**src/rtl/dma_wr_realigner_pkg.sv**
```systemverilog
// Shared types and constants for the DMA write-path realigner.
// State encodings, default AXI field widths and small elaboration helpers.
package dma_wr_realigner_pkg;

  localparam int AXI_LEN_W_DEF = 8;
  localparam int BOUND_W_DEF   = 12;

  typedef enum logic [1:0] {
    RA_IDLE = 2'd0,
    RA_ADDR = 2'd1,
    RA_DATA = 2'd2,
    RA_DONE = 2'd3
  } ra_state_e;

  function automatic int max_int(input int a, input int b);
    return (a > b) ? a : b;
  endfunction

endpackage

```
**src/rtl/dma_wr_realigner_splitter.sv**
```systemverilog
// Per-burst beat count: min of beats remaining, AXI max burst and beats left
// before the next 2^BOUND_W byte boundary. Purely combinational on registered inputs.
module dma_burst_splitter
  import dma_wr_realigner_pkg::*;
#(
  parameter int DATA_W    = 32,
  parameter int AXI_LEN_W = AXI_LEN_W_DEF,
  parameter int CNT_W     = 24,
  parameter int BOUND_W   = BOUND_W_DEF
) (
  input  logic [BOUND_W-1:0]              addr_lo,
  input  logic [CNT_W-$clog2(DATA_W/8):0] remaining,
  output logic [AXI_LEN_W:0]              burst_beats,
  output logic [AXI_LEN_W-1:0]            burst_len
);

  localparam int OFF_W = $clog2(DATA_W/8);
  localparam int RW    = CNT_W - OFF_W + 1;
  localparam int MW    = max_int(max_int(RW, BOUND_W + 1), AXI_LEN_W + 1) + 1;
  localparam logic [MW-1:0] CAP = MW'(2**AXI_LEN_W);

  logic [BOUND_W:0] to_bound;
  logic [MW-1:0]    rem_w, bnd_w;
  logic             use_rem, use_bnd;

  always_comb begin
    to_bound    = (BOUND_W+1)'(2**BOUND_W) - {1'b0, addr_lo};
    rem_w       = MW'(remaining);
    bnd_w       = MW'(to_bound >> OFF_W);
    use_rem     = (rem_w <= CAP) && (rem_w <= bnd_w);
    use_bnd     = !use_rem && (bnd_w <= CAP);
    burst_beats = use_rem ? rem_w[AXI_LEN_W:0] :
                  use_bnd ? bnd_w[AXI_LEN_W:0] : CAP[AXI_LEN_W:0];
    // A full 2^AXI_LEN_W burst wraps the low bits to 0, so minus one still gives the max len.
    burst_len   = burst_beats[AXI_LEN_W-1:0] - 1'b1;
  end

endmodule

```
**src/rtl/dma_wr_realigner.sv**
```systemverilog
// Realigns a packed byte stream onto DATA_W-aligned AXI write beats with edge strobes,
// splitting the transfer into boundary-safe bursts with one aw command per burst.
//
// state   | meaning
// RA_IDLE | waiting for run
// RA_ADDR | aw_valid high with current burst addr/len
// RA_DATA | streaming W beats of the current burst
// RA_DONE | one-cycle done pulse
module dma_wr_realigner
  import dma_wr_realigner_pkg::*;
#(
  parameter int ADDR_W    = 32,
  parameter int DATA_W    = 32,
  parameter int AXI_LEN_W = AXI_LEN_W_DEF,
  parameter int CNT_W     = 24,
  parameter int BOUND_W   = BOUND_W_DEF
) (
  input  logic                  clk,
  input  logic                  rst,
  input  logic                  clear,
  input  logic                  run,
  input  logic [ADDR_W-1:0]     start_addr,
  input  logic [CNT_W-1:0]      byte_cnt,
  output logic                  busy,
  output logic                  done,
  input  logic                  in_valid,
  input  logic [DATA_W-1:0]     in_data,
  output logic                  in_ready,
  output logic                  aw_valid,
  output logic [ADDR_W-1:0]     aw_addr,
  output logic [AXI_LEN_W-1:0]  aw_len,
  input  logic                  aw_ready,
  output logic                  w_valid,
  output logic [DATA_W-1:0]     w_data,
  output logic [DATA_W/8-1:0]   w_strb,
  output logic                  w_last,
  input  logic                  w_ready
);

  localparam int NB    = DATA_W / 8;
  localparam int OFF_W = $clog2(NB);
  localparam int RW    = CNT_W - OFF_W + 1;
  localparam int SH_W  = OFF_W + 4;

  ra_state_e              state, state_n;
  logic [ADDR_W-1:0]      cur_addr, end_addr;
  logic [RW-1:0]          rem, beats_left, words_left;
  logic [AXI_LEN_W:0]     burst_cnt, burst_beats;
  logic [AXI_LEN_W-1:0]   burst_len;
  logic [DATA_W-1:0]      hold, beat;
  logic [OFF_W-1:0]       off;
  logic [OFF_W:0]         lead;
  logic [SH_W-1:0]        shamt;
  logic [NB-1:0]          first_strb, last_strb, strb;
  logic                   first_beat, need_word, start_xfer;

  dma_burst_splitter #(
    .DATA_W(DATA_W), .AXI_LEN_W(AXI_LEN_W), .CNT_W(CNT_W), .BOUND_W(BOUND_W)
  ) u_splitter (
    .addr_lo     (cur_addr[BOUND_W-1:0]),
    .remaining   (rem),
    .burst_beats (burst_beats),
    .burst_len   (burst_len)
  );

  // Every beat consumes a fresh word while words remain; a trailing beat may need only held bytes.
  always_comb begin
    end_addr   = start_addr + ADDR_W'(byte_cnt) - 1'b1;
    start_xfer = (state == RA_IDLE) && run && (byte_cnt != '0);
    need_word  = (words_left != '0);
    lead       = (OFF_W+1)'(NB) - {1'b0, off};
    shamt      = {lead, 3'b000};
    beat       = DATA_W'({(need_word ? in_data : {DATA_W{1'b0}}), hold} >> shamt);
    strb       = (first_beat ? first_strb : {NB{1'b1}}) &
                 ((beats_left == RW'(1)) ? last_strb : {NB{1'b1}});
  end

  always_comb begin
    state_n  = state;
    aw_valid = 1'b0;
    w_valid  = 1'b0;
    in_ready = 1'b0;
    done     = 1'b0;
    busy     = 1'b0;
    case (state)
      RA_IDLE: if (run) state_n = (byte_cnt != '0) ? RA_ADDR : RA_DONE;
      RA_ADDR: begin
        busy     = 1'b1;
        aw_valid = 1'b1;
        if (aw_ready) state_n = RA_DATA;
      end
      RA_DATA: begin
        busy     = 1'b1;
        w_valid  = need_word ? in_valid : 1'b1;
        in_ready = need_word & w_ready;
        if (w_valid && w_ready && burst_cnt == (AXI_LEN_W+1)'(1))
          state_n = (rem == '0) ? RA_DONE : RA_ADDR;
      end
      RA_DONE: begin
        done    = 1'b1;
        state_n = RA_IDLE;
      end
      default: state_n = RA_IDLE;
    endcase
  end

  always_comb begin
    aw_addr = aw_valid ? cur_addr : '0;
    aw_len  = aw_valid ? burst_len : '0;
    w_strb  = w_valid ? strb : '0;
    w_last  = w_valid && (burst_cnt == (AXI_LEN_W+1)'(1));
    w_data  = '0;
    for (int j = 0; j < NB; j++)
      w_data[j*8 +: 8] = (w_valid && strb[j]) ? beat[j*8 +: 8] : 8'h00;
  end

  always_ff @(posedge clk or posedge rst) begin
    if (rst) begin
      state      <= RA_IDLE;
      cur_addr   <= '0;
      rem        <= '0;
      beats_left <= '0;
      words_left <= '0;
      burst_cnt  <= '0;
      hold       <= '0;
      off        <= '0;
      first_strb <= '0;
      last_strb  <= '0;
      first_beat <= 1'b0;
    end else if (clear) begin
      state      <= RA_IDLE;
      cur_addr   <= '0;
      rem        <= '0;
      beats_left <= '0;
      words_left <= '0;
      burst_cnt  <= '0;
      hold       <= '0;
      off        <= '0;
      first_strb <= '0;
      last_strb  <= '0;
      first_beat <= 1'b0;
    end else begin
      state <= state_n;
      if (start_xfer) begin
        off        <= start_addr[OFF_W-1:0];
        cur_addr   <= {start_addr[ADDR_W-1:OFF_W], {OFF_W{1'b0}}};
        rem        <= RW'((end_addr >> OFF_W) - (start_addr >> OFF_W) + 1'b1);
        beats_left <= RW'((end_addr >> OFF_W) - (start_addr >> OFF_W) + 1'b1);
        words_left <= RW'(({1'b0, byte_cnt} + (CNT_W+1)'(NB - 1)) >> OFF_W);
        first_strb <= {NB{1'b1}} << start_addr[OFF_W-1:0];
        last_strb  <= {NB{1'b1}} >> ~end_addr[OFF_W-1:0];
        first_beat <= 1'b1;
        hold       <= '0;
      end
      if (aw_valid && aw_ready) begin
        burst_cnt <= burst_beats;
        rem       <= rem - RW'(burst_beats);
        cur_addr  <= cur_addr + (ADDR_W'(burst_beats) << OFF_W);
      end
      if (w_valid && w_ready) begin
        burst_cnt  <= burst_cnt - 1'b1;
        beats_left <= beats_left - 1'b1;
        first_beat <= 1'b0;
      end
      if (in_valid && in_ready) begin
        hold       <= in_data;
        words_left <= words_left - 1'b1;
      end
    end
  end

endmodule

```
**config.mk**
```make
export PLATFORM = sky130hd
export DESIGN_NAME = dma_wr_realigner
export DESIGN_NICKNAME = d
export VERILOG_FILES = /design/src/rtl/dma_wr_realigner_pkg.sv /design/src/rtl/dma_wr_realigner_splitter.sv /design/src/rtl/dma_wr_realigner.sv
export SDC_FILE = /design/constraint.sdc
export NUM_CORES = 1
export LEC_CHECK = 0
export ABC_AREA = 0
export CAP_MARGIN = 20
export CORE_ASPECT_RATIO = 1.25
export CORE_UTILIZATION = 48
export CTS_CLUSTER_DIAMETER = 100
export DETAILED_ROUTE_END_ITERATION = 6
export PLACE_DENSITY = 0.7
export SLEW_MARGIN = 25
export SYNTH_ARGS = -nofsm -noshare
export SYNTH_HDL_FRONTEND = slang
export SYNTH_SLANG_ARGS = --single-unit
```
**constraint.sdc**
```tcl
create_clock -name clk -period 8 [get_ports clk]
set_input_delay 2 -clock clk [delete_from_list [all_inputs] [get_ports clk]]
set_output_delay 2 -clock clk [all_outputs]
set_load 0.1 [all_outputs]
```
==> results.sh <==
export IMPL_synth_top_area_share_pct=25.0
export IMPL_syn_avg_cell_area_um2=7.64
export IMPL_ctsResizeCount=0
export IMPL_synth_warnings=0
export IMPL_place_congestion=0.958
export IMPL_worstSkewPairLatency_ns=0.45
export IMPL_numPortBuffers=174
export IMPL_vias_per_cell=6.25
export IMPL_hpwl_mm=36.0
export IMPL_ys_seq_elements=152
export IMPL_dr_total_vias=15762
export IMPL_ctsHoldBuffers=0
export IMPL_comb_power_share_pct=68.5
export IMPL_p_leak_uw=0.00789
export IMPL_clkTransAtPathRegs_ns=0.06
export IMPL_rows=72
export IMPL_cap_violations=0
export IMPL_finalSetupViolCount=0
export IMPL_hold_worst_slack_ns=0.499
export IMPL_hold_viol_final=0
export IMPL_required_ns=8.36
export IMPL_drive_gt1_share_pct=8.04
export IMPL_power_uw=6780
export IMPL_nFillCells=2949
export IMPL_cts_tree="done"
export IMPL_rsz0062_at_grt="false"
export IMPL_antenna_found_initial=0
export IMPL_cp_data_arrival_time_ns=7.85
export IMPL_layout_common_cells="225 x nor2_1, 156 x inv_1, 156 x a21oi_1"
export IMPL_yosysTopAreaCell="dfrtp_1"
export IMPL_htree_num_levels=4
export IMPL_synth_cell_types=88
export IMPL_worstHoldPathType="flop to flop"
export IMPL_irDropWorstVdd_mv=0.494
export IMPL_grt_pass1_vias=14940
export IMPL_status="finished clean"
export IMPL_core_um2=31100
export IMPL_clock_sinks=152
export IMPL_drc=0
export IMPL_finalClockSkew_ns=0.0101
export IMPL_synthToLayoutAreaGrowth_pct=17.2
export IMPL_gr_total_overflow=0
export IMPL_synth_area_top_cells="dfrtp_1 25%, ha_1 10%, nor2_1 5.6%, a21oi_1 5.1%, xnor2_1 4.0%"
export IMPL_start_kind="primary input"
export IMPL_rr_worst_depth=21
export IMPL_first_pass_iters=7
export IMPL_ios=177
export IMPL_mostFrequentLayoutCell="nor2_1"
export IMPL_max_freq_mhz=134
export IMPL_grt_total_usage_pct=30.0
export IMPL_synth_edf_count=0
export IMPL_avgRoutedWirePerCell_um=19.5
export IMPL_min_path_cells=1
export IMPL_cp_max_fo=4
export IMPL_antenna_cells=0
export IMPL_grt_pass1_wl_mm=78.3
export IMPL_ys_seq_area_share_pct=25.0
export IMPL_root_buffer="clkbuf_16"
export IMPL_seqPwrFrac_pct=18.5
export IMPL_drv_slew=0
export IMPL_post_cts_setup_buffers=0
export IMPL_start_util_pct=49.0
export IMPL_syn_inst=1994
export IMPL_netSwitchingFraction_pct=54.4
export IMPL_cts_buffer_depth=2
export IMPL_p_switching_uw=3690
export IMPL_end_kind="flop"
export IMPL_antenna_left=0
export IMPL_die_area_um2=32500
export IMPL_nets=2326
export IMPL_p_int_uw=3090
export IMPL_grt_max_degree=94
export IMPL_synth_flop_cell="dfrtp_1"
export IMPL_clockPowerShare_pct=13.0
export IMPL_die_x_um=161
export IMPL_min_period_ns=7.49
export IMPL_netlist_area_um2=15200
export IMPL_drt_iter0_drc=1323
export IMPL_fin_crit_sh_pct=93.6
export IMPL_numCtsBuffers=17
export IMPL_relSlewSlack_pct=32.7
export IMPL_async_flop_share_pct=100
export IMPL_die_y_um=201
export IMPL_tightest_slew_ns=1.01
export IMPL_critPathKind="primary input to flop"
export IMPL_p_per_area_nw_per_um2=380
export IMPL_finalWirelength_mm=49.2
[logic make-up after synthesis]
logic type / after synthesis / synth area share (%)
simple gates: 698 / 22.2
compound gates: 586 / 25.7
buf+inv: 276 / 6.92
flops: 152 / 25.0
fa+ha+maj: 133 / 11.0
xor+xnor: 91 / 5.33
mux: 57 / 3.93
other cells: 1 / 0.0246
[registers in the layout, summed over array words and instances, names as in the netlist]
| register | flops |
|---|---|
| last_strb | 4 |
| first_beat | 1 |
| first_strb | 3 |
| cur_addr | 30 |
| rem | 23 |
| state | 2 |
| words_left | 23 |
| hold | 32 |
| off | 2 |
| beats_left | 23 |
| burst_cnt | 9 |
[stage by stage]
| step | std cells | TNS, ns | utilization [%] | worst slack [ns] | instance area [um^2] |
|---|---|---|---|---|---|
| 6_report | 2521 | 0 | 57.5 | 0.510 | 17900 |
| 5_1_grt | 2521 | 0 | 57.5 | 0.0861 | 17900 |
| 4_1_cts | 2521 | 0 | 57.4 | 0.423 | 17800 |
| 3_5_place_dp | 2489 | 0 | 55.4 | 0.0706 | 17200 |
| 3_3_place_gp | 2489 | 0 | 55.3 | 0.143 | 17200 |
| 2_1_floorplan | 1995 | -0.181 | - | -0.0258 | 15200 |
[cell usage after synthesis (all sizes together) (34+ instances only)]
master	instances
nor2	229
inv	158
a21oi	156
dfrtp	152
nand2	151
ha	127
o21ai	116
clkbuf	111
xnor2	69
nor3	67
and2	42
a211oi	41
nand3	41
nor4	38
mux2i	34
[final timing paths]
| check | from | to | slack [ns] |
|---|---|---|---|
| max reg2reg | cur_addr[7] | cur_addr[23] | 1.31 |
| min | beats_left[10] | beats_left[10] | 0.50 |
| max | start_addr[2] | rem[21] | 0.51 |
| max in group asynchronous | rst | cur_addr[8] | 4.47 |
| min reg2reg | beats_left[10] | beats_left[10] | 0.50 |
| min in group asynchronous | rst | hold[10] | 2.12 |
[power by group through the flow]
| stage | Sequential, uW | Clock (uW) | Combinational [uW] |
|---|---|---|---|
| floorplan | 1130 | 0 | 3540 |
| global placement | 1250 | 0 | 4500 |
| detailed placement | 1250 | 0 | 4570 |
| CTS | 1240 | 891 | 4590 |
| global route | 1290 | 927 | 5050 |
| finish | 1260 | 883 | 4640 |
[cell type report]
cell class / instances / area [um^2] / area share, %
multi-input cells: 1567 / 10400 / 58.5
inverters: 159 / 602 / 3.37
repair buffers: 204 / 1880 / 10.5
well taps: 407 / 509 / 2.85
flip-flops and latches: 152 / 3800 / 21.3
clock buffers: 17 / 425 / 2.38
clock inverters: 15 / 196 / 1.10
[per-layer routing]
layer | vias up | GRT usage [%] | wire (um)
li1 | 7457 | - | -
met1 | 7518 | 37.8 | 20200
met2 | 669 | 49.6 | 23200
met3 | 118 | 3.36 | 3200
met4 | 0 | 17.1 | 2610
met5 | - | 0 | 0
[worst max-delay path, stage by stage]
cell	delay (ns)
clkdlybuf4s50_1	0.61
inv_1	0.14
ha_1	0.30
inv_1	0.06
fa_1	0.47
a21o_1	0.17
a21o_1	0.20
a32o_1	0.28
o41ai_1	0.36
nor2b_1	0.09
o21a_1	0.18
nor2_1	0.14
xnor2_1	0.14
ha_1	0.25
ha_1	0.33
and2_1	0.19
a211o_1	0.32
a21o_1	0.18
a41o_1	0.22
a21oi_1	0.23
o21ai_0	0.12
a21o_1	0.21
a31oi_1	0.21
xnor2_1	0.18
nor2_1	0.07
nor3_1	0.19
Note: power is estimated with default switching activity, not from simulation.
